`src/rtl/arm_multicycle_ctrl.sv`:
```
// Multicycle control sequencer for the ARM-subset datapath (DP, LDR/STR, B) with NZCV and wait-state timeout.
// Define MC_PERF_CNT_EN to add the cycle_cnt / instr_cnt performance counter ports.
module arm_multicycle_ctrl #(
    parameter int TIMEOUT_CYC = 16,
    parameter int PERF_W      = 32
) (
    input  logic        clk,
    input  logic        reset,
    input  logic [31:0] instr,
    input  logic [3:0]  alu_flags,
    input  logic        mem_ready,
    output logic        mem_req,
    output logic        mem_we,
    output logic        ir_write,
    output logic        pc_write,
    output logic        pc_src,
    output logic        adr_src,
    output logic        reg_write,
    output logic [1:0]  reg_src,
    output logic [1:0]  imm_src,
    output logic        alu_src,
    output logic [2:0]  alu_control,
    output logic        mov,
    output logic        mem_to_reg,
    output logic [3:0]  flags,
    output logic        mem_err,
    output logic        illegal
`ifdef MC_PERF_CNT_EN
    ,
    output logic [PERF_W-1:0] cycle_cnt,
    output logic [PERF_W-1:0] instr_cnt
`endif
);

    typedef enum logic [3:0] {
        S_FETCH, S_DECODE, S_EXEC, S_ALUWB, S_MEMADR,
        S_MEMRD, S_MEMWB, S_MEMWR, S_BRANCH
    } state_t;

    localparam int            TW      = (TIMEOUT_CYC > 1) ? $clog2(TIMEOUT_CYC) : 1;
    localparam logic [TW-1:0] TO_LAST = TW'((TIMEOUT_CYC > 0) ? TIMEOUT_CYC - 1 : 0);
    localparam bit            TO_EN   = (TIMEOUT_CYC > 0);

    if (PERF_W < 1 || TIMEOUT_CYC < 0) begin : g_param_chk
        $error("arm_multicycle_ctrl: bad PERF_W or TIMEOUT_CYC");
    end

    state_t        state;
    logic [3:0]    flags_q;
    logic [TW-1:0] to_cnt;

    logic [1:0] op;
    logic [3:0] cmd, cond;
    logic       ibit, sbit;
    assign op   = instr[27:26];
    assign ibit = instr[25];
    assign cmd  = instr[24:21];
    assign sbit = instr[20];
    assign cond = instr[31:28];

    logic unused_instr;
    assign unused_instr = ^instr[19:0];

    logic cond_ok;
    always_comb begin
        cond_ok = 1'b0;
        case (cond)
            4'b0000: cond_ok = flags_q[2];
            4'b0001: cond_ok = !flags_q[2];
            4'b0010: cond_ok = flags_q[1];
            4'b0011: cond_ok = !flags_q[1];
            4'b0100: cond_ok = flags_q[3];
            4'b0101: cond_ok = !flags_q[3];
            4'b0110: cond_ok = flags_q[0];
            4'b0111: cond_ok = !flags_q[0];
            4'b1000: cond_ok = flags_q[1] && !flags_q[2];
            4'b1001: cond_ok = !flags_q[1] || flags_q[2];
            4'b1010: cond_ok = (flags_q[3] == flags_q[0]);
            4'b1011: cond_ok = (flags_q[3] != flags_q[0]);
            4'b1100: cond_ok = !flags_q[2] && (flags_q[3] == flags_q[0]);
            4'b1101: cond_ok = flags_q[2] || (flags_q[3] != flags_q[0]);
            4'b1110: cond_ok = 1'b1;
            default: cond_ok = 1'b0;
        endcase
    end

    logic       cmd_ok, is_cmp, is_logic, dp_mov;
    logic [2:0] dp_ctl;
    always_comb begin
        cmd_ok = 1'b1;
        dp_ctl = 3'b000;
        dp_mov = 1'b0;
        case (cmd)
            4'b0100:          dp_ctl = 3'b000;
            4'b0010, 4'b1010: dp_ctl = 3'b001;
            4'b0000:          dp_ctl = 3'b010;
            4'b1100:          dp_ctl = 3'b011;
            4'b1101:          dp_mov = 1'b1;
            default:          cmd_ok = 1'b0;
        endcase
    end
    assign is_cmp   = (cmd == 4'b1010);
    // Logical ops and MOV leave carry/overflow alone even when setting flags.
    assign is_logic = (cmd == 4'b0000) || (cmd == 4'b1100) || (cmd == 4'b1101);

    logic access, waiting, timeout, bad_op;
    assign access  = (state == S_FETCH) || (state == S_MEMRD) || (state == S_MEMWR);
    assign waiting = access && !mem_ready;
    assign timeout = TO_EN && waiting && (to_cnt == TO_LAST);
    assign bad_op  = cond_ok && ((op == 2'b11) || ((op == 2'b00) && !cmd_ok));

    always_ff @(posedge clk) begin
        if (!reset) begin
            state   <= S_FETCH;
            flags_q <= '0;
            to_cnt  <= '0;
        end else begin
            to_cnt <= (TO_EN && waiting && !timeout) ? to_cnt + 1'b1 : '0;
            case (state)
                S_FETCH:  if (mem_ready) state <= S_DECODE;
                S_DECODE: begin
                    if (!cond_ok) state <= S_FETCH;
                    else begin
                        case (op)
                            2'b00:   state <= cmd_ok ? S_EXEC : S_FETCH;
                            2'b01:   state <= S_MEMADR;
                            2'b10:   state <= S_BRANCH;
                            default: state <= S_FETCH;
                        endcase
                    end
                end
                S_EXEC: begin
                    if (sbit || is_cmp) begin
                        flags_q[3:2] <= alu_flags[3:2];
                        if (!is_logic) flags_q[1:0] <= alu_flags[1:0];
                    end
                    state <= is_cmp ? S_FETCH : S_ALUWB;
                end
                S_MEMADR: state <= sbit ? S_MEMRD : S_MEMWR;
                S_MEMRD: begin
                    if (mem_ready)    state <= S_MEMWB;
                    else if (timeout) state <= S_FETCH;
                end
                S_MEMWR:  if (mem_ready || timeout) state <= S_FETCH;
                default:  state <= S_FETCH;
            endcase
        end
    end

    // Reset gates every output combinationally so an access is dropped in the reset cycle itself.
    always_comb begin
        {mem_req, mem_we, ir_write, pc_write, pc_src, adr_src, reg_write} = '0;
        {reg_src, imm_src, alu_src, alu_control, mov, mem_to_reg, illegal} = '0;
        case (state)
            S_FETCH: begin
                mem_req  = 1'b1;
                ir_write = mem_ready;
                pc_write = mem_ready;
            end
            S_DECODE: illegal = bad_op;
            S_EXEC: begin
                alu_src     = ibit;
                alu_control = dp_ctl;
                mov         = dp_mov;
            end
            S_ALUWB: reg_write = 1'b1;
            S_MEMADR: begin
                alu_src = 1'b1;
                imm_src = 2'b01;
            end
            S_MEMRD: begin
                mem_req = 1'b1;
                adr_src = 1'b1;
            end
            S_MEMWB: begin
                reg_write  = 1'b1;
                mem_to_reg = 1'b1;
            end
            S_MEMWR: begin
                mem_req = 1'b1;
                mem_we  = 1'b1;
                adr_src = 1'b1;
                reg_src = 2'b10;
            end
            S_BRANCH: begin
                reg_src  = 2'b01;
                imm_src  = 2'b10;
                alu_src  = 1'b1;
                pc_write = 1'b1;
                pc_src   = 1'b1;
            end
            default: ;
        endcase
        mem_err = timeout;
        flags   = flags_q;
        if (!reset) begin
            {mem_req, mem_we, ir_write, pc_write, pc_src, adr_src, reg_write} = '0;
            {reg_src, imm_src, alu_src, alu_control, mov, mem_to_reg, illegal} = '0;
            mem_err = 1'b0;
            flags   = '0;
        end
    end

`ifdef MC_PERF_CNT_EN
    logic [PERF_W-1:0] cyc_q, ins_q;
    always_ff @(posedge clk) begin
        if (!reset) begin
            cyc_q <= '0;
            ins_q <= '0;
        end else begin
            cyc_q <= cyc_q + 1'b1;
            if (state == S_DECODE && !bad_op) ins_q <= ins_q + 1'b1;
        end
    end
    assign cycle_cnt = reset ? cyc_q : '0;
    assign instr_cnt = reset ? ins_q : '0;
`endif

endmodule
```
`config.mk`:
```
export PLATFORM = sky130hd
export DESIGN_NAME = arm_multicycle_ctrl
export DESIGN_NICKNAME = d
export VERILOG_FILES = /design/src/rtl/arm_multicycle_ctrl.sv
export SDC_FILE = /design/constraint.sdc
export NUM_CORES = 1
export LEC_CHECK = 0
export ABC_AREA = 1
export BUFFER_PORTS_ARGS = -buffer_cell sky130_fd_sc_hd__buf_2
export CORE_UTILIZATION = 40
export CTS_BUF_LIST = sky130_fd_sc_hd__clkbuf_16
export DETAILED_ROUTE_END_ITERATION = 12
export GPL_TIMING_DRIVEN = 0
export PLACE_DENSITY_LB_ADDON = 0.25
export SYNTH_ARGS = -nofsm -noshare
export SYNTH_HDL_FRONTEND = slang
export SYNTH_SLANG_ARGS = --single-unit
```
`constraint.sdc`:
```
create_clock -name clk -period 2.64 [get_ports clk]
set_input_delay 0.792 -clock clk [delete_from_list [all_inputs] [get_ports clk]]
set_output_delay 0.792 -clock clk [all_outputs]
set_load 0.005 [all_outputs]
```
==> flow_metrics.tcl <==
set metrics [dict create \
    cts_root_buf "clkbuf_16" \
    synth_area_leaders "dfxtp_1 (22%), nand2_1 (16%), inv_1 (9.8%), nor2_1 (9.8%), nand3_1 (8.1%)" \
    antenna_cells 0 \
    hold_slack_ns 0.443 \
    slew_violations 0 \
    ys_ff_latch 12 \
    portBuffers 39 \
    cts_buffers 3 \
    die_x_um 54.7 \
    ys_warn_count 0 \
    crit_buf_inv 3 \
    layout.nets 280 \
    drt_iter0_markers 23 \
    regArea_um2 240 \
    yosysSeqAreaShare_pct 21.6 \
    cts_max_path_buffers 2 \
    critPathKind "in -> out" \
    h-tree-depth 1 \
    clock_latency_ns 0.24 \
    power_density_nw_per_um2 622 \
    seqPwrFrac_pct 26.1 \
    fillCellCount 279 \
    drive_gt1_share_pct 32.2 \
    end_kind "output port" \
    netlist_area_um2 1110 \
    cp.arrival_ns 1.75 \
    wl_per_cell_um 9.52 \
    peakVddDrop_mv 0.504 \
    dr.pass1.iters 4 \
    reg2reg_depth 12 \
    grt_pass1_wl_mm 4.17 \
    finalCritPeriodShare_pct 96.4 \
    syn_avg_cell_area_um2 5.72 \
    min_period_ns 2.55 \
    antenna_found_initial 0 \
    yosys.area.top_type "dfxtp_1" \
    ant_nets 0 \
    multi_input_area_um2 713 \
    start_util_pct 43.6 \
    required_ns 1.85 \
    chipHeight_um 54.7 \
    crit_cells 11 \
    dp_hpwl_mm 2.06 \
    path_delay_family "simple AND/OR/NAND/NOR gates" \
    ys.flop_type "dfxtp_1" \
    rows 18 \
    fmax_mhz 393 \
    coreArea_um2 2540 \
    setup_viol 0 \
    ys_types 31 \
    worstSetupStartpointType "primary input" \
    finalHoldViolations 0 \
    io_pins 62 \
    async_reset_ff_share_pct 0 \
    timing.critical_path.cells "buf_2 -> nand2_2 -> inv_1 -> nor2_2 -> nor2_1 -> nor2_2 -> nand2_1 -> nand2_1 -> nand4_1 -> nor2_1 -> buf_2" \
    cts_hold_buf 0 \
    power_frac_comb_pct 43.2 \
    finalWirelength_mm 2.56 \
    grt_max_degree 11 \
    swShare_pct 37.3 \
    die_area_um2 2990 \
    via_count 1255 \
    rsz0062_at_grt "true" \
    clock_power_share_pct 30.7 \
    grt_use_total_pct 19.7 \
    via_per_inst 4.67 \
    max_cap_violations 0 \
    p_int_uw 567 \
    overflow 0 \
    first_global_vias 1035 \
    leakagePower_nw 0.803 \
    cp_max_fo 4 \
    cts_tree "done" \
    p_sw_uw 337 \
    crit_path_max_incr_delay_ns 0.13 \
    crit_slowest_cell "buf_2" \
    synth_enable_flop_cells 0 \
    syn-num-nets 234 \
    syn_inst 194 \
    finClkSkew_ns 0.00167 \
    cts.clk_slew.worst_paths_ns 0.04 \
    area_delta_synth_final_pct 30.9 \
    hold_class "reg -> reg" \
    ff2ff_setup_slack_ns 1.14 \
    numClockSinks 12 \
    gp_congestion 0.853 \
    drc 0 \
    total_power_uw 903 \
    status "complete, no violations" \
    holdPathStages 1 \
    yosysTopAreaCellShare_pct 21.6 \
]
==> kinds of logic after synthesis <==
kind of cell / after synthesis / share of synthesized area (%)
adder cells (fa/ha/maj): 1 / 1.13
flip-flops: 12 / 21.6
buffers and inverters: 39 / 15.0
other: 1 / 0.338
AO/OA/AOI/OAI: 21 / 11.6
AND/OR/NAND/NOR: 118 / 48.7
XOR/XNOR: 2 / 1.58
==> power by group through the flow <==
stage / registers (mW) / logic (mW) / clock network (mW)
4_1_cts: 0.236 / 0.383 / 0.283
6_report: 0.236 / 0.390 / 0.277
3_3_place_gp: 0.238 / 0.380 / 0
5_1_grt: 0.238 / 0.452 / 0.289
2_1_floorplan: 0.234 / 0.293 / 0
3_5_place_dp: 0.239 / 0.382 / 0
==> cells in the final DEF (no fill, tap or decap), drive strengths merged, types with 2 or more instances in the layout <==
master,netlist,final
inv,31,31
a31oi,2,2
nand2,54,54
clkbuf,1,5
clkinv,2,3
nor3,5,5
nand4,2,2
dfxtp,12,12
nor2,34,34
a21oi,11,11
o21ai,6,6
nand3,20,20
buf,5,45
==> worst reg2reg max path, stage by stage (launching register included) <==
cell	delay [ns]
dfxtp_1	0.38
inv_1	0.09
nand2_1	0.09
nand2_1	0.07
nand2_1	0.06
nand3_1	0.08
nor2_1	0.13
nand3_2	0.11
buf_4	0.15
nand2_1	0.05
nand3_1	0.06
nand2_1	0.08
inv_1	0.04
==> cells in the mapped netlist (all sizes together) (2+ instances only) <==
cell     n
a21oi   11
a31oi    2
buf      5
clkinv   2
dfxtp   12
inv     31
nand2   54
nand3   20
nand4    2
nor2    34
nor3     5
o21ai    6
==> cell type report <==
type | count | share of cell area (%)
Buffer | 6 | 2.84
Clock buffer | 3 | 5.17
Clock inverter | 1 | 0.258
Inverter | 33 | 8.70
Multi-Input combinational cell | 143 | 49.1
Sequential cell | 12 | 16.5
Tap cell | 30 | 2.58
Timing Repair Buffer | 41 | 14.8
==> state kept, by name, indices dropped and copies added, names as in the netlist <==
name / cells
flags_q: 4
to_cnt: 4
state: 4
==> worst paths after layout <==
path,startpoint,end
max,instr[24],illegal
min,to_cnt[0],to_cnt[0]
max reg2reg,flags_q[0],state[2]
min reg2reg,to_cnt[0],to_cnt[0]
==> stage by stage <==
step / setup TNS [ns] / area (um^2) / setup slack, ns / util, % / std cells
finish: 0 / 1450 / 0.0944 / 57.1 / 269
global route: -0.0160 / 1450 / -0.0160 / 57.1 / 269
CTS: 0 / 1420 / 0.0191 / 55.9 / 267
detailed placement: 0 / 1340 / 0.0218 / 52.8 / 263
global placement: 0 / 1340 / 0.0431 / 52.8 / 263
floorplan: 0 / 1110 / 0.322 / - / 194
==> per-layer routing <==
layer / GRT usage, % / vias to the layer above / routed length [um]
li1: - / 692 / -
met1: 24.6 / 532 / 1310
met2: 30.9 / 27 / 1100
met3: 5.00 / 4 / 106
met4: 9.83 / 0 / 42
met5: 0 / - / 0
==> what timing repair did <==
item,4_1_cts,5_1_grt
buffers inserted,0,2
setup endpoints to repair,0,2
resized for setup,0,8
No activity file was read; power rests on OpenSTA's default activity.
